--- src/rtl/spi_register_master_if.sv ---
// Request/response bus between a register-write client and spi_register_master.
// The client side uses modport master; the SPI engine uses modport slave.
interface spi_register_master_if;
  logic        i_Valid;
  logic        o_Ready;
  logic [15:0] i_RegisterNumber;
  logic [15:0] i_RegisterValue;
  logic        o_Done;
  logic [31:0] o_ReadData;

  modport master (
    output i_Valid,
    output i_RegisterNumber,
    output i_RegisterValue,
    input  o_Ready,
    input  o_Done,
    input  o_ReadData
  );

  modport slave (
    input  i_Valid,
    input  i_RegisterNumber,
    input  i_RegisterValue,
    output o_Ready,
    output o_Done,
    output o_ReadData
  );
endinterface

--- src/rtl/spi_register_master.sv ---
// SPI mode-0 master that shifts out one 32-bit {number, value} register write
// per request and returns the 32 MISO bits captured during the frame.
module spi_register_master #(
  parameter int CLK_DIV    = 4,
  parameter int GAP_CYCLES = 8
) (
  input  logic                  i_Clock,
  input  logic                  i_Reset_n,
  spi_register_master_if.slave  bus,
  output logic                  o_SPI_NSS,
  output logic                  o_SPI_SCK,
  output logic                  o_SPI_MOSI,
  input  logic                  i_SPI_MISO
);

  localparam int HalfWidth = (CLK_DIV > 2) ? $clog2(CLK_DIV) : 1;
  localparam logic [HalfWidth-1:0] HalfLast = HalfWidth'(CLK_DIV - 1);
  localparam logic [HalfWidth-1:0] HalfOne  = HalfWidth'(1);
  localparam logic [7:0]           GapLast  = 8'(GAP_CYCLES - 1);

  typedef enum logic [2:0] {
    IDLE,
    SETUP,
    SHIFT,
    HOLD,
    GAP
  } stateType;

  stateType             state;
  stateType             stateNext;
  logic [HalfWidth-1:0] halfCount;
  logic [HalfWidth-1:0] halfNext;
  logic [5:0]           bitCount;
  logic [5:0]           bitNext;
  logic [7:0]           gapCount;
  logic [7:0]           gapNext;
  logic [31:0]          txShift;
  logic [31:0]          txNext;
  logic [31:0]          rxShift;
  logic [31:0]          rxNext;
  logic [31:0]          readData;
  logic [31:0]          readDataNext;
  logic                 sck;
  logic                 sckNext;
  logic                 nss;
  logic                 nssNext;
  logic                 done;
  logic                 doneNext;
  logic [1:0]           resetSync;
  logic                 ready;
  logic                 accept;
  logic                 halfEnd;

  // Reset release is synchronized; the engine may not accept until it clears.
  always_ff @(posedge i_Clock or negedge i_Reset_n) begin
    if (!i_Reset_n) begin
      resetSync <= 2'b00;
    end else begin
      resetSync <= {resetSync[0], 1'b1};
    end
  end

  assign ready   = (state == IDLE) && resetSync[1];
  assign accept  = bus.i_Valid && ready;
  assign halfEnd = (halfCount == HalfLast);

  always_ff @(posedge i_Clock or negedge i_Reset_n) begin
    if (!i_Reset_n) begin
      state     <= IDLE;
      halfCount <= '0;
      bitCount  <= '0;
      gapCount  <= '0;
      txShift   <= '0;
      rxShift   <= '0;
      readData  <= '0;
      sck       <= 1'b0;
      nss       <= 1'b1;
      done      <= 1'b0;
    end else begin
      state     <= stateNext;
      halfCount <= halfNext;
      bitCount  <= bitNext;
      gapCount  <= gapNext;
      txShift   <= txNext;
      rxShift   <= rxNext;
      readData  <= readDataNext;
      sck       <= sckNext;
      nss       <= nssNext;
      done      <= doneNext;
    end
  end

  // SHIFT alternates SCK every half period: high edges sample MISO,
  // low edges advance MOSI and count bits.
  always_comb begin
    stateNext    = state;
    halfNext     = halfCount;
    bitNext      = bitCount;
    gapNext      = gapCount;
    txNext       = txShift;
    rxNext       = rxShift;
    readDataNext = readData;
    sckNext      = sck;
    nssNext      = nss;
    doneNext     = 1'b0;

    case (state)
      IDLE: begin
        if (accept) begin
          stateNext = SETUP;
          halfNext  = '0;
          bitNext   = '0;
          gapNext   = '0;
          txNext    = {bus.i_RegisterNumber, bus.i_RegisterValue};
          rxNext    = '0;
          nssNext   = 1'b0;
          sckNext   = 1'b0;
        end
      end

      SETUP: begin
        if (halfEnd) begin
          stateNext = SHIFT;
          halfNext  = '0;
          sckNext   = 1'b1;
          rxNext    = {rxShift[30:0], i_SPI_MISO};
        end else begin
          halfNext = halfCount + HalfOne;
        end
      end

      SHIFT: begin
        if (halfEnd) begin
          halfNext = '0;
          if (!sck) begin
            sckNext = 1'b1;
            rxNext  = {rxShift[30:0], i_SPI_MISO};
          end else begin
            sckNext = 1'b0;
            txNext  = {txShift[30:0], 1'b0};
            bitNext = bitCount + 6'd1;
            if (bitCount == 6'd31) begin
              stateNext = HOLD;
            end
          end
        end else begin
          halfNext = halfCount + HalfOne;
        end
      end

      HOLD: begin
        if (halfEnd) begin
          stateNext    = GAP;
          halfNext     = '0;
          gapNext      = '0;
          nssNext      = 1'b1;
          doneNext     = 1'b1;
          readDataNext = rxShift;
        end else begin
          halfNext = halfCount + HalfOne;
        end
      end

      GAP: begin
        if (gapCount == GapLast) begin
          stateNext = IDLE;
          gapNext   = '0;
        end else begin
          gapNext = gapCount + 8'd1;
        end
      end

      default: begin
        stateNext = IDLE;
      end
    endcase
  end

  assign bus.o_Ready      = ready;
  assign bus.o_Done       = done;
  assign bus.o_ReadData   = readData;
  assign o_SPI_NSS        = nss;
  assign o_SPI_SCK        = sck & ~nss;
  assign o_SPI_MOSI       = txShift[31] & ~nss;

endmodule

--- src/flat_wrapper.sv ---
// flat-port wrapper written by rule: the top's interface ports become plain ports
module spi_register_master_flat 
#(
  parameter int CLK_DIV    = 4,
  parameter int GAP_CYCLES = 8
)
  (i_Clock, i_Reset_n, o_SPI_NSS, o_SPI_SCK, o_SPI_MOSI, i_SPI_MISO, bus_i_Valid, bus_i_RegisterNumber, bus_i_RegisterValue, bus_o_Ready, bus_o_Done, bus_o_ReadData);
  spi_register_master_if bus_i ();
  input  logic i_Clock;
  input  logic i_Reset_n;
  output logic o_SPI_NSS;
  output logic o_SPI_SCK;
  output logic o_SPI_MOSI;
  input  logic i_SPI_MISO;
  input wire logic [$bits(bus_i.i_Valid)-1:0] bus_i_Valid;
  input wire logic [$bits(bus_i.i_RegisterNumber)-1:0] bus_i_RegisterNumber;
  input wire logic [$bits(bus_i.i_RegisterValue)-1:0] bus_i_RegisterValue;
  output wire logic [$bits(bus_i.o_Ready)-1:0] bus_o_Ready;
  output wire logic [$bits(bus_i.o_Done)-1:0] bus_o_Done;
  output wire logic [$bits(bus_i.o_ReadData)-1:0] bus_o_ReadData;
  assign bus_i.i_Valid = bus_i_Valid;
  assign bus_i.i_RegisterNumber = bus_i_RegisterNumber;
  assign bus_i.i_RegisterValue = bus_i_RegisterValue;
  assign bus_o_Ready = bus_i.o_Ready;
  assign bus_o_Done = bus_i.o_Done;
  assign bus_o_ReadData = bus_i.o_ReadData;
  spi_register_master #(.CLK_DIV(CLK_DIV), .GAP_CYCLES(GAP_CYCLES)) u_core (.i_Clock(i_Clock), .i_Reset_n(i_Reset_n), .bus(bus_i), .o_SPI_NSS(o_SPI_NSS), .o_SPI_SCK(o_SPI_SCK), .o_SPI_MOSI(o_SPI_MOSI), .i_SPI_MISO(i_SPI_MISO));
endmodule
--- config.mk ---
export PLATFORM = sky130hd
export DESIGN_NAME = spi_register_master_flat
export DESIGN_NICKNAME = d
export VERILOG_FILES = /design/src/rtl/spi_register_master_if.sv /design/src/rtl/spi_register_master.sv /design/src/flat_wrapper.sv
export SDC_FILE = /design/constraint.sdc
export NUM_CORES = 1
export LEC_CHECK = 0
export CAP_MARGIN = 10
export CORE_MARGIN = 5
export CORE_UTILIZATION = 49
export DETAILED_ROUTE_END_ITERATION = 10
export PLACE_DENSITY = 0.76
export SLEW_MARGIN = 5
export SYNTH_ARGS = -nofsm -noshare
export SYNTH_HDL_FRONTEND = slang
export SYNTH_SLANG_ARGS = --single-unit
--- constraint.sdc ---
create_clock -name i_Clock -period 1.7 [get_ports i_Clock]
set_clock_uncertainty 0.2 [all_clocks]
set_input_delay 0.255 -clock i_Clock [delete_from_list [all_inputs] [get_ports i_Clock]]
set_output_delay 0.255 -clock i_Clock [all_outputs]
set_load 0.02 [all_outputs]
==> results_tabular.tex <==
\begin{tabular}{lr}
\hline
Metric & Value \\
\hline
\multicolumn{2}{l}{\textbf{Global routing}} \\
\quad Gr usage total & 0.2259 \\
\quad Largest net degree at the start of global routing & 45 \\
\quad Global Route met3 Usage & 0.06577 \\
\quad Wire length of the first global-routing pass & 22,740 um \\
\quad Met1 layer usage reported by global route & 0.2730 \\
\quad Layer carrying the most global-route usage & met2 \\
\quad Total congestion overflow & 0 \\
\quad Met2 track utilization from global routing & 0.3878 \\
\quad Vias in the first global route & 4,494 \\
\quad Number of antenna violations at the first check in global routing & 0 \\
\multicolumn{2}{l}{\textbf{Finish}} \\
\quad Register cell area after layout & 3004 sq um \\
\quad Area used by multi-input combinational logic & 2371 sq um \\
\quad Final layout net count & 657 \\
\quad Ant. Diodes & 0 \\
\quad Number of cells in the finished layout apart from fillers & 767 \\
\quad Fraction of layout cells with a size suffix above 1 & 0.3502 \\
\quad Growth of design area from synthesis to finish & 56.02\% \\
\quad Filler cell count & 575 \\
\multicolumn{2}{l}{\textbf{Synth}} \\
\quad Seq cells post-synth & 120 \\
\quad Synthesized area & 5110 sq um \\
\quad Most common flop cell mapped by yosys & dfrtp\_1 \\
\quad Proportion of synthesized chip area in sequential cells & 0.5879 \\
\quad Number of instances in the synthesized netlist & 476 \\
\quad Async SR Flop Fraction & 1.000 \\
\quad Ys Warns & 0 \\
\quad Post-synthesis cell type count & 43 \\
\quad Synthesized area per cell & 10.74 sq um \\
\quad Count of flip-flops with a built-in enable after synthesis & 0 \\
\quad Net count after synthesis & 515 \\
\multicolumn{2}{l}{\textbf{Floorplanning}} \\
\quad Die Width & 112.1 um \\
\quad Number of ports placed on the die boundary & 73 \\
\quad Floorplan die height & 112.1 um \\
\quad Count of standard-cell rows & 37 \\
\quad Initial cell density of the core & 0.4994 \\
\quad Placeable core area & 10,230 sq um \\
\quad Die ar. & 12,570 sq um \\
\multicolumn{2}{l}{\textbf{Worst setup path}} \\
\quad Nature of the critical path startpoint & register \\
\quad CP Capture Type & register \\
\quad Depth of the most critical reg-to-reg path & 8 \\
\quad Register-to-register setup slack & -0.32 ns \\
\quad Maximum fanout encountered on the critical timing path & 8 \\
\quad Critical path data arrival time & 2.24 ns \\
\quad Setup CP Type & reg -> reg \\
\quad Required @ worst endpoint & 1.92 ns \\
\multicolumn{2}{l}{\textbf{Clock tree}} \\
\quad Number of H-tree branching levels & 4 \\
\quad Root Driver & clkbuf\_8 \\
\quad Clock Tree Buf Depth & 2 \\
\quad Clock transition at path regs & 0.06 ns \\
\quad TritonCTS clock tree & done \\
\quad Total CTS buffers & 17 \\
\quad TritonCTS sink count & 120 \\
\quad Clock latency at the later pin of the worst-skew pair & 0.52 ns \\
\multicolumn{2}{l}{\textbf{Placed design}} \\
\quad Final weighted congestion in routability-driven placement & 0.7663 \\
\quad Worst Setup Slack post-DPL & -0.3465 ns \\
\quad Cell count after placement & 702 \\
\quad Final HPWL from detailed placement & 7115 um \\
\quad Port buffer count & 72 \\
\multicolumn{2}{l}{\textbf{STA}} \\
\quad Unrepaired setup endpoints after global routing & yes \\
\quad Headroom to the max-slew limit & 0.4358 \\
\quad Max-slew violation count & 0 \\
\quad Post-route setup TNS & -19.39 ns \\
\quad Post-route minimum period & 2.021 ns \\
\quad Total of endpoints with negative setup slack in the final report & 112 \\
\quad Highest clock rate & 0.4948 GHz \\
\quad Slack of the critical path & -0.3209 ns \\
\quad Worst Max-Slew Pin Slew & 0.8463 ns \\
\quad Final-report hold violation count & 0 \\
\quad Ratio of final minimum period to clock period & 1.189 \\
\quad Final Hold Slack & 0.08925 ns \\
\multicolumn{2}{l}{\textbf{Hold path}} \\
\quad Worst hold path class & in -> async \\
\multicolumn{2}{l}{\textbf{Flow run}} \\
\quad Max-Cap Viols & 0 \\
\multicolumn{2}{l}{\textbf{Power and ir drop}} \\
\quad Maximum ir drop on the vdd rail & 0.6194 mV \\
\quad Clock Power Share & 0.564 \\
\quad Post-layout total power & 7.023 mW \\
\quad Ratio of total power to cell area & 880.9 nW/um\^{}2 \\
\quad Switching power as a share of total power & 0.2007 \\
\quad Switching power summed over all nets & 1.409 mW \\
\quad Pint & 5.614 mW \\
\quad Register share of total power & 0.410 \\
\quad Static Leak & 4.067 nW \\
\quad Comb pwr share & 0.026 \\
\multicolumn{2}{l}{\textbf{Detailed routing}} \\
\quad Number of detailed-route iterations in the first pass & 5 \\
\quad Residual DRC & 0 \\
\quad Routed via count divided by cell count & 5.720 \\
\quad Routed wire length & 15,780 um \\
\quad Count of routing violations after the opening detailed-route iteration & 363 \\
\quad Antenna Nets Post-Route & 0 \\
\quad Via total after detailed routing & 4,387 \\
\quad Wire per inst & 20.57 um \\
\multicolumn{2}{l}{\textbf{Status}} \\
\quad Violated checks & negative setup slack \\
\quad Outcome & finished with violations \\
\hline
\end{tabular}
==> worst max-delay path, cell delays in order (launching register included) <==
cell	delay, ns
dfrtp_1	0.42
buf_6	0.13
nand3b_1	0.18
buf_6	0.15
a21boi_4	0.23
buf_6	0.19
clkbuf_16	0.19
nor2_4	0.04
a21oi_2	0.19
==> metal layers <==
metal  vias to the layer above  routed length [um]
li1                       1930                   -
met1                      2231                6161
met2                       178                8261
met3                        48                 750
met4                         0                 603
met5                         -                   0
==> worst paths after layout <==
| path | startpoint | end |
|---|---|---|
| worst max-delay path | u_core.state[1] | u_core.txShift[18] |
| max in group asynchronous | i_Reset_n | u_core.txShift[27] |
| worst min-delay path | i_Reset_n | u_core.o_SPI_NSS |
| min in group i_Clock | bus_i_RegisterValue[0] | u_core.txShift[0] |
| worst max register to register | u_core.state[1] | u_core.txShift[18] |
| worst min register to register | u_core.resetSync[0] | u_core.resetSync[1] |
==> power groups by stage <==
stage / clock network [mW] / logic (mW) / registers, mW
4_1_cts: 3.96 / 0.178 / 2.88
6_report: 3.96 / 0.180 / 2.88
5_1_grt: 4.17 / 0.198 / 2.88
3_5_place_dp: 0 / 0.171 / 2.93
3_3_place_gp: 0 / 0.170 / 2.93
2_1_floorplan: 0 / 0.0122 / 2.93
==> synthesized netlist by cell type (all sizes together), types with 4 or more instances <==
library cell	instances	area, sq um
a22o	34	297.8
clkbuf	4	15.01
nand3	10	60.06
inv	9	33.78
a21o	8	60.06
nor2	38	142.6
nand2	103	386.6
a21oi	37	196.4
dfrtp	119	2978
mux2i	32	320.3
nor3b	4	35.03
o21ai	12	60.05
buf	25	171.4
and3	4	25.02
==> state kept, by name (all words and copies together) (netlist names), 2 cells and up <==
signal	flops
u_core.rxShift	32
u_core.resetSync	2
u_core.gapCount	8
u_core.bus.o_ReadData	32
u_core.bitCount	6
u_core.halfCount	2
u_core.txShift	32
u_core.state	3
==> cell usage in the layout (no fill, tap or decap), types with 7 or more instances in the layout <==
cell and count:
buf_6 17, nand2_4 12, nor2_2 8, nor2_4 20
buf_12 10, clkbuf_16 22, a21oi_1 16, dfrtp_1 119
mux2i_1 26, clkdlybuf4s15_1 26, nor2_1 10, inv_1 8
clkdlybuf4s50_1 34, nand3_1 7, buf_4 41, nand2_1 75
a21o_1 8, nand2_2 16, a22o_1 34, a21oi_2 20
buf_16 7
==> cell families after synthesis <==
kind of cell    Yosys count  synth area share
fa+ha+maj                 3          0.007347
flops                   120            0.5879
compound gates          106            0.1430
mux                      32           0.06268
buf+inv                  38           0.04309
other cells               1         0.0007339
simple gates            174            0.1518
xor+xnor                  2          0.003429
==> timing repair <==
item                                    4_1_cts  5_1_grt
hold endpoints to repair                    120        0
setup buffers                                11        7
resized for setup                           116      139
endpoints found under the setup margin      148      160
pin swaps                                     7       33
hold buffers                                  2        0
gates cloned                                  8        7
==> metrics by stage <==
stage / utilization / cell area, sq um
5_1_grt: 0.7793 / 7973
2_1_floorplan: - / 5120
3_5_place_dp: 0.6131 / 6272
3_3_place_gp: 0.6131 / 6272
6_report: 0.7793 / 7973
4_1_cts: 0.7231 / 7398
==> area by class of cell <==
cell class                 count  share of cell area
tap                          136             0.02134
multi-input combinational    318              0.2974
clock inverter                11             0.02417
inverter                       9            0.004708
clock buffer                  21             0.05760
timing repair buffer         152              0.2180
sequential                   120              0.3768
No activity file was read; power rests on OpenSTA's default activity.
